==> config.mk <==
export PLATFORM = sky130hd
export DESIGN_NAME = mem_ctrl
export DESIGN_NICKNAME = d
export VERILOG_FILES = /design/src/rtl/mem_ctrl.sv
export SDC_FILE = /design/constraint.sdc
export NUM_CORES = 1
export LEC_CHECK = 0
export ABC_AREA = 1
export BUFFER_PORTS_ARGS = -buffer_cell sky130_fd_sc_hd__buf_2
export CELL_PAD_IN_SITES_DETAIL_PLACEMENT = 0
export CELL_PAD_IN_SITES_GLOBAL_PLACEMENT = 1
export CORE_UTILIZATION = 32
export CTS_CLUSTER_SIZE = 40
export DETAILED_ROUTE_END_ITERATION = 10
export PLACE_DENSITY = 0.66
export SYNTH_ARGS = -nofsm -noshare
export SYNTH_HDL_FRONTEND = slang
export SYNTH_SLANG_ARGS = --single-unit
==> constraint.sdc <==
create_clock -name clk -period 3.1 [get_ports clk]
set_input_delay 0.155 -clock clk [delete_from_list [all_inputs] [get_ports clk]]
set_output_delay 0.155 -clock clk [all_outputs]
set_load 0.01 [all_outputs]
==> src/rtl/mem_ctrl.sv <==
// mem_ctrl: byte-serial RAM port arbiter for ROB stores, LSB loads and
// instruction fetches. Little-endian, one byte per cycle, with the RAM read
// byte for mem_a presented on mem_din during the cycle after mem_a is registered.
//
// Optional build macro: MEM_IO_FULL_STALL_EN
//   defined   - a store into the IO region waits while io_buffer_full is high
//   undefined - io_buffer_full is ignored
//
// state | meaning
// IDLE  | no transfer; arbitrates store > load > fetch
// STORE | writing bytes 1..N-1 of an accepted store, then finish_store
// LOAD  | reading N bytes for the LSB, then load_done
// FETCH | reading 4 bytes for ifetch, then if_done

module mem_ctrl #(
    parameter int IO_SEL_HI = 17,
    parameter int IO_SEL_LO = 16
) (
    input  logic        clk,
    input  logic        rst,
    input  logic        rdy,
    input  logic        rollback,
    input  logic        rob_store_sgn,
    input  logic [5:0]  rob_store_op,
    input  logic [31:0] rob_store_addr,
    input  logic [31:0] rob_store_data,
    output logic        begin_real_store,
    output logic        finish_store,
    input  logic        lsb_load_req,
    input  logic [5:0]  lsb_load_op,
    input  logic [31:0] lsb_load_addr,
    output logic        load_done,
    output logic [31:0] load_data,
    input  logic        if_req,
    input  logic [31:0] if_addr,
    output logic        if_done,
    output logic [31:0] if_inst,
    input  logic [7:0]  mem_din,
    output logic [7:0]  mem_dout,
    output logic [31:0] mem_a,
    output logic        mem_wr,
    input  logic        io_buffer_full
);

    localparam logic [5:0] OP_LB  = 6'd1;
    localparam logic [5:0] OP_LH  = 6'd2;
    localparam logic [5:0] OP_LW  = 6'd3;
    localparam logic [5:0] OP_LBU = 6'd4;
    localparam logic [5:0] OP_LHU = 6'd5;
    localparam logic [5:0] OP_SB  = 6'd6;
    localparam logic [5:0] OP_SH  = 6'd7;
    localparam logic [5:0] OP_SW  = 6'd8;

    typedef enum logic [1:0] {IDLE, STORE, LOAD, FETCH} state_t;

    state_t      state;
    logic [2:0]  cnt;
    logic [2:0]  len;
    logic [31:0] base;
    logic [31:0] sdata;
    logic [31:0] asm_buf;
    logic [31:0] asm_next;
    logic [5:0]  lop;
    logic        io_hit;
    logic        store_go;

    function automatic logic [2:0] len_of(input logic [5:0] op);
        case (op)
            OP_SB, OP_LB, OP_LBU: len_of = 3'd1;
            OP_SH, OP_LH, OP_LHU: len_of = 3'd2;
            default:              len_of = 3'd4;
        endcase
    endfunction

    function automatic logic [31:0] extend(input logic [5:0] op, input logic [31:0] w);
        case (op)
            OP_LB:   extend = {{24{w[7]}}, w[7:0]};
            OP_LH:   extend = {{16{w[15]}}, w[15:0]};
            OP_LBU:  extend = {24'd0, w[7:0]};
            OP_LHU:  extend = {16'd0, w[15:0]};
            OP_LW:   extend = w;
            default: extend = w;
        endcase
    endfunction

    assign io_hit = (rob_store_addr[IO_SEL_HI:IO_SEL_LO] == 2'b11);

`ifdef MEM_IO_FULL_STALL_EN
    assign store_go = rob_store_sgn && !(io_hit && io_buffer_full);
`else
    logic unused_io;
    assign unused_io = io_hit ^ io_buffer_full;
    assign store_go  = rob_store_sgn;
`endif

    // Merge the byte currently on mem_din into the assembly buffer
    always_comb begin
        asm_next = asm_buf;
        asm_next[8*cnt[1:0] +: 8] = mem_din;
    end

    // Arbitration and byte-serial sequencing; all outputs registered here
    always_ff @(posedge clk) begin
        if (rst) begin
            state            <= IDLE;
            cnt              <= 3'd0;
            len              <= 3'd0;
            base             <= 32'd0;
            sdata            <= 32'd0;
            asm_buf          <= 32'd0;
            lop              <= 6'd0;
            begin_real_store <= 1'b0;
            finish_store     <= 1'b0;
            load_done        <= 1'b0;
            load_data        <= 32'd0;
            if_done          <= 1'b0;
            if_inst          <= 32'd0;
            mem_dout         <= 8'd0;
            mem_a            <= 32'd0;
            mem_wr           <= 1'b0;
        end else if (!rdy) begin
            // Frozen: only the pulses and the write strobe drop
            begin_real_store <= 1'b0;
            finish_store     <= 1'b0;
            load_done        <= 1'b0;
            if_done          <= 1'b0;
            mem_wr           <= 1'b0;
        end else begin
            begin_real_store <= 1'b0;
            finish_store     <= 1'b0;
            load_done        <= 1'b0;
            if_done          <= 1'b0;
            case (state)
                IDLE: begin
                    if (!rollback) begin
                        if (store_go) begin
                            begin_real_store <= 1'b1;
                            mem_wr           <= 1'b1;
                            mem_a            <= rob_store_addr;
                            mem_dout         <= rob_store_data[7:0];
                            base             <= rob_store_addr;
                            sdata            <= rob_store_data;
                            len              <= len_of(rob_store_op);
                            cnt              <= 3'd1;
                            state            <= STORE;
                        end else if (lsb_load_req) begin
                            mem_wr  <= 1'b0;
                            mem_a   <= lsb_load_addr;
                            base    <= lsb_load_addr;
                            lop     <= lsb_load_op;
                            len     <= len_of(lsb_load_op);
                            cnt     <= 3'd0;
                            asm_buf <= 32'd0;
                            state   <= LOAD;
                        end else if (if_req) begin
                            mem_wr  <= 1'b0;
                            mem_a   <= if_addr;
                            base    <= if_addr;
                            len     <= 3'd4;
                            cnt     <= 3'd0;
                            asm_buf <= 32'd0;
                            state   <= FETCH;
                        end
                    end
                end
                STORE: begin
                    // A committed store always runs to completion, rollback or not
                    if (cnt == len) begin
                        mem_wr       <= 1'b0;
                        mem_a        <= 32'd0;
                        finish_store <= 1'b1;
                        state        <= IDLE;
                    end else begin
                        mem_wr   <= 1'b1;
                        mem_a    <= base + {29'd0, cnt};
                        mem_dout <= sdata[8*cnt[1:0] +: 8];
                        cnt      <= cnt + 3'd1;
                    end
                end
                LOAD, FETCH: begin
                    if (rollback) begin
                        mem_wr <= 1'b0;
                        state  <= IDLE;
                    end else begin
                        asm_buf <= asm_next;
                        if (cnt == len - 3'd1) begin
                            if (state == LOAD) begin
                                load_done <= 1'b1;
                                load_data <= extend(lop, asm_next);
                            end else begin
                                if_done <= 1'b1;
                                if_inst <= asm_next;
                            end
                            state <= IDLE;
                        end else begin
                            mem_a <= base + {29'd0, cnt} + 32'd1;
                            cnt   <= cnt + 3'd1;
                        end
                    end
                end
                default: state <= IDLE;
            endcase
        end
    end

endmodule

======== After elaboration in Yosys (flattened, before gate mapping) ========
Cells that the tools add are included.
storage, ports and cells
  bits in registers ....................... 219
  input bits .............................. 156
  word-level logic and storage cells ...... 140
operators by class
  add/subtract/negate cells ............... 5
  equality and inequality tests ........... 32
  shift operators ......................... 3
  mux-type cells .......................... 52
  bitwise gates (word level) .............. 8
  reductions and logical operators ........ 24
operators with widths
  cell                                                   count
  2-to-1 mux 32 bit                                      12
  one-hot mux 32 bit (4 select lines)                    1
  one-hot mux 32 bit (3 select lines)                    1
  one-hot mux 32 bit (2 select lines)                    1
  equality test 6 x 3 -> 1 bit, second input constant    10
  negator 5 -> 34 bit                                    1
  variable shift 8 x 34 -> 32 bit, first input constant  1
  variable part select 8 x 34 -> 32 bit                  1
  adder 32 x 1 -> 32 bit, second input constant          1
  adder 32 x 3 -> 32 bit                                 1
  bitwise mux 32 bit                                     1
  variable part select 32 x 6 -> 8 bit                   1
  2-to-1 mux 3 bit                                       10
  AND reduction 5 bit                                    6
  2-to-1 mux 8 bit                                       3
  equality test 6 x 1 -> 1 bit, second input constant    3
  equality test 6 x 2 -> 1 bit, second input constant    3
  != test 2 bit, second input constant                   8
  one-hot mux 8 bit (2 select lines)                     1
  OR reduction 3 bit                                     5
  2-to-1 mux 2 bit                                       7
  one-hot mux 3 bit (2 select lines)                     2
  AND reduction 6 bit                                    2
  2-to-1 mux 1 bit                                       10
  19 further kinds                                       32

======== Depth between registers and ports, before layout ========
Gate-level depths: netlist of run 1.
  depth in word-level cells ............... 5
  depth in mapped cells ................... 21
  depth with buffers taken out ............ 21

======== Least setup slack after synthesis of run 1 ========
No wires, ideal clock.
  kind .................................... reg-to-reg
  from .................................... reg cnt[1]
  to ...................................... reg mem_a[14]
  library setup time ...................... 109 ps
  arrival ................................. 2510 ps
  required time ........................... 2991 ps
  slack ................................... 481 ps
  cell stages (with the launch flop) ...... 21
  buffers on the path ..................... 1
  clock period less this slack ............ 2619 ps
  cell sequence ........................... dfxtp_1 -> buf_4 -> inv_2 -> fa_1 -> inv_1 -> ha_1 -> inv_1 -> nor2_1 -> inv_1 -> nor2_2 -> nand2_1 -> nor2_4 -> nand2_1 -> nor2_2 -> nand2_1 -> nand2_1 -> o21ai_1 -> o21ai_0 -> nand3_1 -> nand2_1 -> inv_1
between the ends
  longest elaborated chain between the ends .. 5
  elaborated cells between the ends (all ways) .. 10
  those cells by class .................... add/sub: 2; eq/ne: 3; mux: 4; reduce/logical: 1
ends and longest elaborated chain
  element                              line      RTL
  from (decl)                          57        logic [2:0] cnt;
  from (signal assigned)               177       cnt <= cnt + 3'd1;
  from (signal assigned)               197       cnt <= cnt + 3'd1;
  adder 32 x 3 -> 32 bit               175, 196
  adder 32 x 1 -> 32 bit               196       mem_a <= base + {29'd0, cnt} + 32'd1;
  2-to-1 mux 32 bit                    186       if (cnt == len - 3'd1) begin
  2-to-1 mux 32 bit                    181       if (rollback) begin
  one-hot mux 32 bit (3 select lines)  133       case (state)
  to (signal assigned)                 139       mem_a <= rob_store_addr;
  to (signal assigned)                 148       mem_a <= lsb_load_addr;
  to (signal assigned)                 196
  to (decl)                            40        output logic [31:0] mem_a,
Parallel ways exist; a longest one is shown, timed or not. The select of a mux whose other input is x is not followed.
A chain may end at the register's enable or synchronous reset.

======== Final worst setup path of run 1 ========
  from .................................... reg cnt[0]
  to ...................................... reg mem_a[29]
The elaborated chain is that of the path after synthesis.

==> results of run 1 <==
[layout by cell type (no fill, tap or decap), types with 10 or more instances in the layout]
master           n
o22ai_1         20
nand4_1         14
a21oi_1        237
nor2_4          20
nand2_1        386
dfxtp_1        218
clkbuf_16       26
buf_2          263
a211oi_1        16
dlygate4sd3_1   69
nand3_1         91
ha_1            10
inv_1          198
inv_2           12
clkinv_2        10
nor2_2          29
nand2_2         32
o21ai_0        206
buf_4           39
nor2_1         186
[cell usage after synthesis, types with 2 or more instances]
master and count:
a211oi_1 16, a211oi_2 4, a21oi_1 237, a21oi_2 3, a22o_1 7, a22oi_1 2
a31oi_1 10, buf_1 4, buf_2 12, buf_4 3, clkbuf_1 80, clkinv_1 2
dfxtp_1 219, ha_1 11, inv_1 200, inv_2 11, nand2_1 391, nand2_2 29
nand2_4 5, nand3_1 92, nand3_2 2, nand3b_1 2, nand4_1 14, nor2_1 197
nor2_2 22, nor2_4 16, nor3_1 7, nor4_1 6, o211ai_1 8, o21ai_0 206
o21ai_1 9, o21bai_1 2, o221ai_1 4, o22ai_1 20, o32ai_1 9, or2_2 3
xnor2_1 3, xor2_1 2
[routing by layer]
layer | global-route usage [%] | share of wire, % | wire, microns
met4 | 4.39 | 1.6 | 732
met1 | 34.0 | 49 | 22600
met5 | 0 | 0.052 | 24
met2 | 34.1 | 42 | 19400
met3 | 3.90 | 6.8 | 3100
[metrics by stage]
step / area [sq um] / cells / worst slack [ps] / hold slack, ps / power, uW
floorplan: 12300 / 1888 / 481 / 290 / 4150
finish: 15800 / 2720 / 178 / 9.80 / 7900
CTS: 15700 / 2713 / 99.2 / 1.09 / 7950
detailed placement: 14200 / 2598 / 126 / 385 / 4810
global placement: 14200 / 2598 / 235 / 380 / 4800
global route: 15800 / 2720 / -30.6 / 8.25 / 8290
[logic make-up after synthesis]
family	Yosys count	share of synthesized area (%)
xor gates and xnor gates	5	0.356
AOI/OAI and AO/OA	544	24.3
buffers and inverters	314	9.87
DFF	219	35.6
adders and majority gates	12	1.28
and+or+nand+nor	794	28.6
[repair_timing]
action | 4_1_cts | 5_1_grt
hold endpoints to repair | 70 | 1
setup endpoints to repair | 0 | 21
buffers inserted | 0 | 6
resized for setup | 0 | 24
hold buffers | 68 | 1
[state kept, by name (all words and copies together), names as in the netlist]
register	flops
base	32
cnt	3
mem_wr	1
state	2
mem_a	32
asm_buf	32
if_done	1
begin_real_store	1
load_done	1
if_inst	32
lop	6
mem_dout	8
finish_store	1
len	3
load_data	32
sdata	32
[worst max-delay path, cell delays in order (launching register included)]
cell and delay (ps):
dfxtp_1 330, ha_2 200, inv_1 80, fa_1 390, inv_1 80, nand2_1 80
nand2_2 110, nand2_1 90, nor2_4 180, buf_4 140, nand2_1 40, nand2_1 160
nor2_2 90, buf_4 160, nand3_1 80, nor2_1 70, nand3_1 90, nand2_1 50
nand3_1 70, nand2_1 110, nand2_1 80, a21oi_1 50
[layout make-up]
cell class                      count  area, sq um  area share [%]
Multi-Input combinational cell   1355         6800            42.9
Tap cell                          511          639            4.03
Inverter                          214          807            5.09
Clock buffer                       31          709            4.48
Clock inverter                     16          148           0.932
Sequential cell                   219         4390            27.7
Timing Repair Buffer              374         2360            14.9
[path summary, 6_finish.rpt]
| path | start | end | slack, ps | cells past startpoint |
|---|---|---|---|---|
| min reg2reg | if_inst[17] | if_inst[17] | 440 | 2 |
| min | if_addr[19] | base[19] | 10 | 4 |
| max reg2reg | cnt[0] | mem_a[29] | 180 | 21 |
| max | cnt[0] | mem_a[29] | 180 | 21 |
[power groups by stage]
stage	clock network, uW	logic, uW	registers [uW]
after global placement	0	1620	3190
final	3050	1720	3130
after detailed placement	0	1620	3190
after global routing	3230	1910	3150
after floorplan	0	986	3160
after CTS	3120	1700	3130
==> results.json, run 1 <==
{
  "postRouteAntennaNets": 0,
  "p_int_uw": 5310,
  "groute.usage.overall_pct": 22.8,
  "status": "complete, no violations",
  "p_switching_uw": 2590,
  "ys_top_cells_by_area": "dfxtp_1 36%, nand2_1 12%, a21oi_1 9.6%",
  "io-pin-count": 265,
  "hold_class": "in2reg",
  "synth_top_cell_by_area": "dfxtp_1",
  "synth_area_sq_um": 12300,
  "critPathKind": "reg2reg",
  "area_delta_synth_final_pct": 28.8,
  "fin_nets": 2358,
  "syn_nets": 2056,
  "synth_top_area_share_pct": 35.6,
  "rsz0062_at_grt": "yes",
  "drtIter0Drc": 855,
  "initial_core_util_pct": 32.6,
  "drv_slew": 0,
  "insertion_delay_ps": 570,
  "fmax_ghz": 0.342,
  "post_drt_wl_per_cell_microns": 16.9,
  "vdd_drop_max_uv": 406,
  "yosys_warnings": 0,
  "synth-seq-cells": 219,
  "die_w_microns": 198,
  "grt_pass1_vias": 12200,
  "combPwrFrac_pct": 21.8,
  "cp.arrival_ps": 3320,
  "period_minus_slack_ps": 2920,
  "hold_viol": 0,
  "ys.flop_type": "dfxtp_1",
  "grt_max_degree": 91,
  "path_clk_slew_ps": 60,
  "hpwl_mm": 33.9,
  "fillers": 4095,
  "design.die.area_sq_um": 39300,
  "end_kind": "flip-flop",
  "wl_mm": 45.8,
  "antenna_cells": 0,
  "slew_headroom_pct": 19.2,
  "cts_tree": "done",
  "leakage_uw": 0.00683,
  "critPathMaxFanout": 7,
  "period_share_pct": 94.3,
  "worstMarginPinSlew_ps": 1210,
  "cts_buffers": 26,
  "clk_path_buf_depth": 3,
  "ys_types": 56,
  "drive_above_1_share_pct": 21.7,
  "synth_edf_count": 0,
  "cts-root-buf": "clkbuf_16",
  "vias_per_cell": 4.97,
  "critPathLaunchType": "flip-flop",
  "clock_sink_count": 219,
  "final_util_pct": 42.0,
  "design.core.area_sq_um": 37800,
  "grt_antenna_before_repair": 2,
  "num_rows": 71,
  "gp_congestion": 0.917,
  "synth-seq-area-share_pct": 35.6,
  "cp_data_required_time_ps": 3500,
  "skew_ps": 17.6,
  "finalSetupViolCount": 0,
  "grt_pass1_wl_mm": 69.6,
  "portBuffers": 263,
  "powerDensity_nw_per_um2": 498,
  "die_h_microns": 198,
  "seq_power_share_pct": 39.6,
  "avgSynthCellArea_sq_um": 6.52,
  "maxCapViolCount": 0,
  "dr.pass1.iters": 5,
  "drc_errors": 0,
  "vias": 13500,
  "pwr-share-clk_pct": 38.6,
  "fin_setup_tns_ps": 0,
  "grt-ovfl-total": 0,
  "syn-instance-count": 1888,
  "async_flop_share_pct": 0,
  "swShare_pct": 32.8,
  "htreeDepth": 1
}
Note: power is estimated with default switching activity, not from simulation.
==> inputs of run 2 (changes only) <==
PLACE_DENSITY = default   (was 0.66)
PLACE_DENSITY_LB_ADDON = 0.25   (was default)
==> results.json, run 2 (same netlist as run 1, synthesis figures left out) <==
{
  "power.total_uw": 7920,
  "grt_pass1_vias": 12400,
  "grt_pass1_wl_mm": 70.2,
  "p_switching_uw": 2540,
  "cts-root-buf": "clkbuf_16",
  "pwr-share-clk_pct": 38.8,
  "post_drt_wl_per_cell_microns": 16.9,
  "hpwl_mm": 33.9,
  "vias": 13600,
  "numPlacedInstances": 2592,
  "antenna_cells": 0,
  "rsz0062_at_grt": "yes",
  "io-pin-count": 265,
  "fmax_ghz": 0.343,
  "clock_sink_count": 219,
  "skew_ps": 22.5,
  "design.die.area_sq_um": 39300,
  "end_kind": "flip-flop",
  "fin_setup_tns_ps": 0,
  "critPathMaxFanout": 5,
  "cts_tree": "done",
  "area_delta_synth_final_pct": 29.6,
  "status": "complete, no violations",
  "drc_errors": 0,
  "min_from": "rob_store_addr[4]",
  "reg2reg_depth": 17,
  "die_h_microns": 198,
  "num_rows": 71,
  "design.core.area_sq_um": 37800,
  "hold_class": "in2reg",
  "combPwrFrac_pct": 21.7,
  "postRouteAntennaNets": 0,
  "htreeDepth": 1,
  "drv_slew": 0,
  "swShare_pct": 32.1,
  "drive_above_1_share_pct": 20.9,
  "worst-r2r-setup-slack_ps": 180,
  "whs_endpoint": "base[4]",
  "gp_congestion": 0.918,
  "path_clk_slew_ps": 60,
  "layout_common_cells": "388 x nand2_1, 263 x buf_2, 237 x a21oi_1",
  "period_minus_slack_ps": 2920,
  "final_common_cell": "nand2_1",
  "finalNonFillerCells": 2725,
  "leakage_uw": 0.00685,
  "hold_viol": 0,
  "p_int_uw": 5380,
  "grt_antenna_before_repair": 3,
  "r2r-end": "mem_a[11]",
  "cts_buffers": 26,
  "critPathKind": "reg2reg",
  "maxCapViolCount": 0,
  "clk_path_buf_depth": 3,
  "drtIter0Drc": 842,
  "worstMarginPinSlew_ps": 1340,
  "crit_start": "cnt[0]",
  "fin_nets": 2369,
  "die_w_microns": 198,
  "seq_power_share_pct": 39.6,
  "powerDensity_nw_per_um2": 496,
  "vias_per_cell": 4.98,
  "critPathLaunchType": "flip-flop",
  "worstHoldPathCells": 5,
  "portBuffers": 263,
  "cp.arrival_ps": 3380,
  "r2r_start": "cnt[0]",
  "insertion_delay_ps": 570,
  "cp_data_required_time_ps": 3570,
  "groute.usage.overall_pct": 23.0,
  "vdd_drop_max_uv": 348,
  "grt-ovfl-total": 0,
  "final_util_pct": 42.2,
  "slew_headroom_pct": 10.4,
  "finalSetupViolCount": 0,
  "wl_mm": 46.0,
  "period_share_pct": 94.1,
  "initial_core_util_pct": 32.6,
  "fin_hold_ws_ps": 19.5,
  "grt_max_degree": 88,
  "dr.pass1.iters": 5
}
[run 2: cell count changes in the layout (fill, tap and decap cells not counted), sizes merged]
| cell | change |
|---|---|
| clkinv | -10 |
| buf | -5 |
| bufinv | +1 |
| dlygate4sd3 | +16 |
| clkbuf | +3 |
[run 2: cell type report]
type / count / area, sq um
Multi-Input combinational cell: 1355 / 6790
Tap cell: 511 / 639
Inverter: 214 / 807
Clock inverter: 7 / 120
Clock buffer: 34 / 721
Fill cell: 4031 / 21800
Timing Repair Buffer: 385 / 2490
Sequential cell: 219 / 4390
[run 2: layer usage]
layer	wire length, microns	GRT usage, %
met2	19600	34.9
met4	915	5.54
met1	22800	33.7
met3	2630	3.53
met5	13	0
[run 2: power groups by stage]
stage | Clock (uW) | Sequential (uW) | Combinational (uW)
floorplan | 0 | 3160 | 986
global placement | 0 | 3190 | 1580
detailed placement | 0 | 3190 | 1590
CTS | 3130 | 3130 | 1690
global route | 3250 | 3150 | 1900
finish | 3070 | 3130 | 1720
[run 2: worst max-delay path: stages, from the launching register on]
cell	delay, ps
dfxtp_1	360
ha_2	200
inv_1	70
fa_1	370
inv_1	80
nand2_1	70
nand2_2	100
nand3b_1	80
nand2_1	200
nand3_2	140
nor2_4	180
inv_1	90
nor2_1	140
nand2_1	70
a31oi_1	320
o21ai_0	150
o21ai_1	140
inv_1	50
[run 2: what timing repair did]
action | in CTS | in global routing
buffers inserted | 0 | 7
gates resized for setup | 0 | 22
hold buffers | 85 | 0
endpoints found under the setup margin | 0 | 35
endpoints found under the hold margin | 76 | 0
[run 2: worst max path at each step]
| stage | to | slack [ps] | cells past startpoint |
|---|---|---|---|
| floorplan | mem_a[14] | 480 | 20 |
| global placement | mem_a[31] | 170 | 17 |
| detailed placement | mem_a[31] | 140 | 17 |
| CTS | load_data[23] | 110 | 10 |
| global route | mem_a[11] | -10 | 17 |
| finish | mem_a[11] | 180 | 17 |
[run 2: stage by stage]
stage                     setup WS [ps]  instance area (sq um)
after global routing              -14.8                  16000
after floorplan                     481                  12300
final                               184                  16000
after detailed placement            137                  14100
after CTS                           107                  15800
after global placement              169                  14100
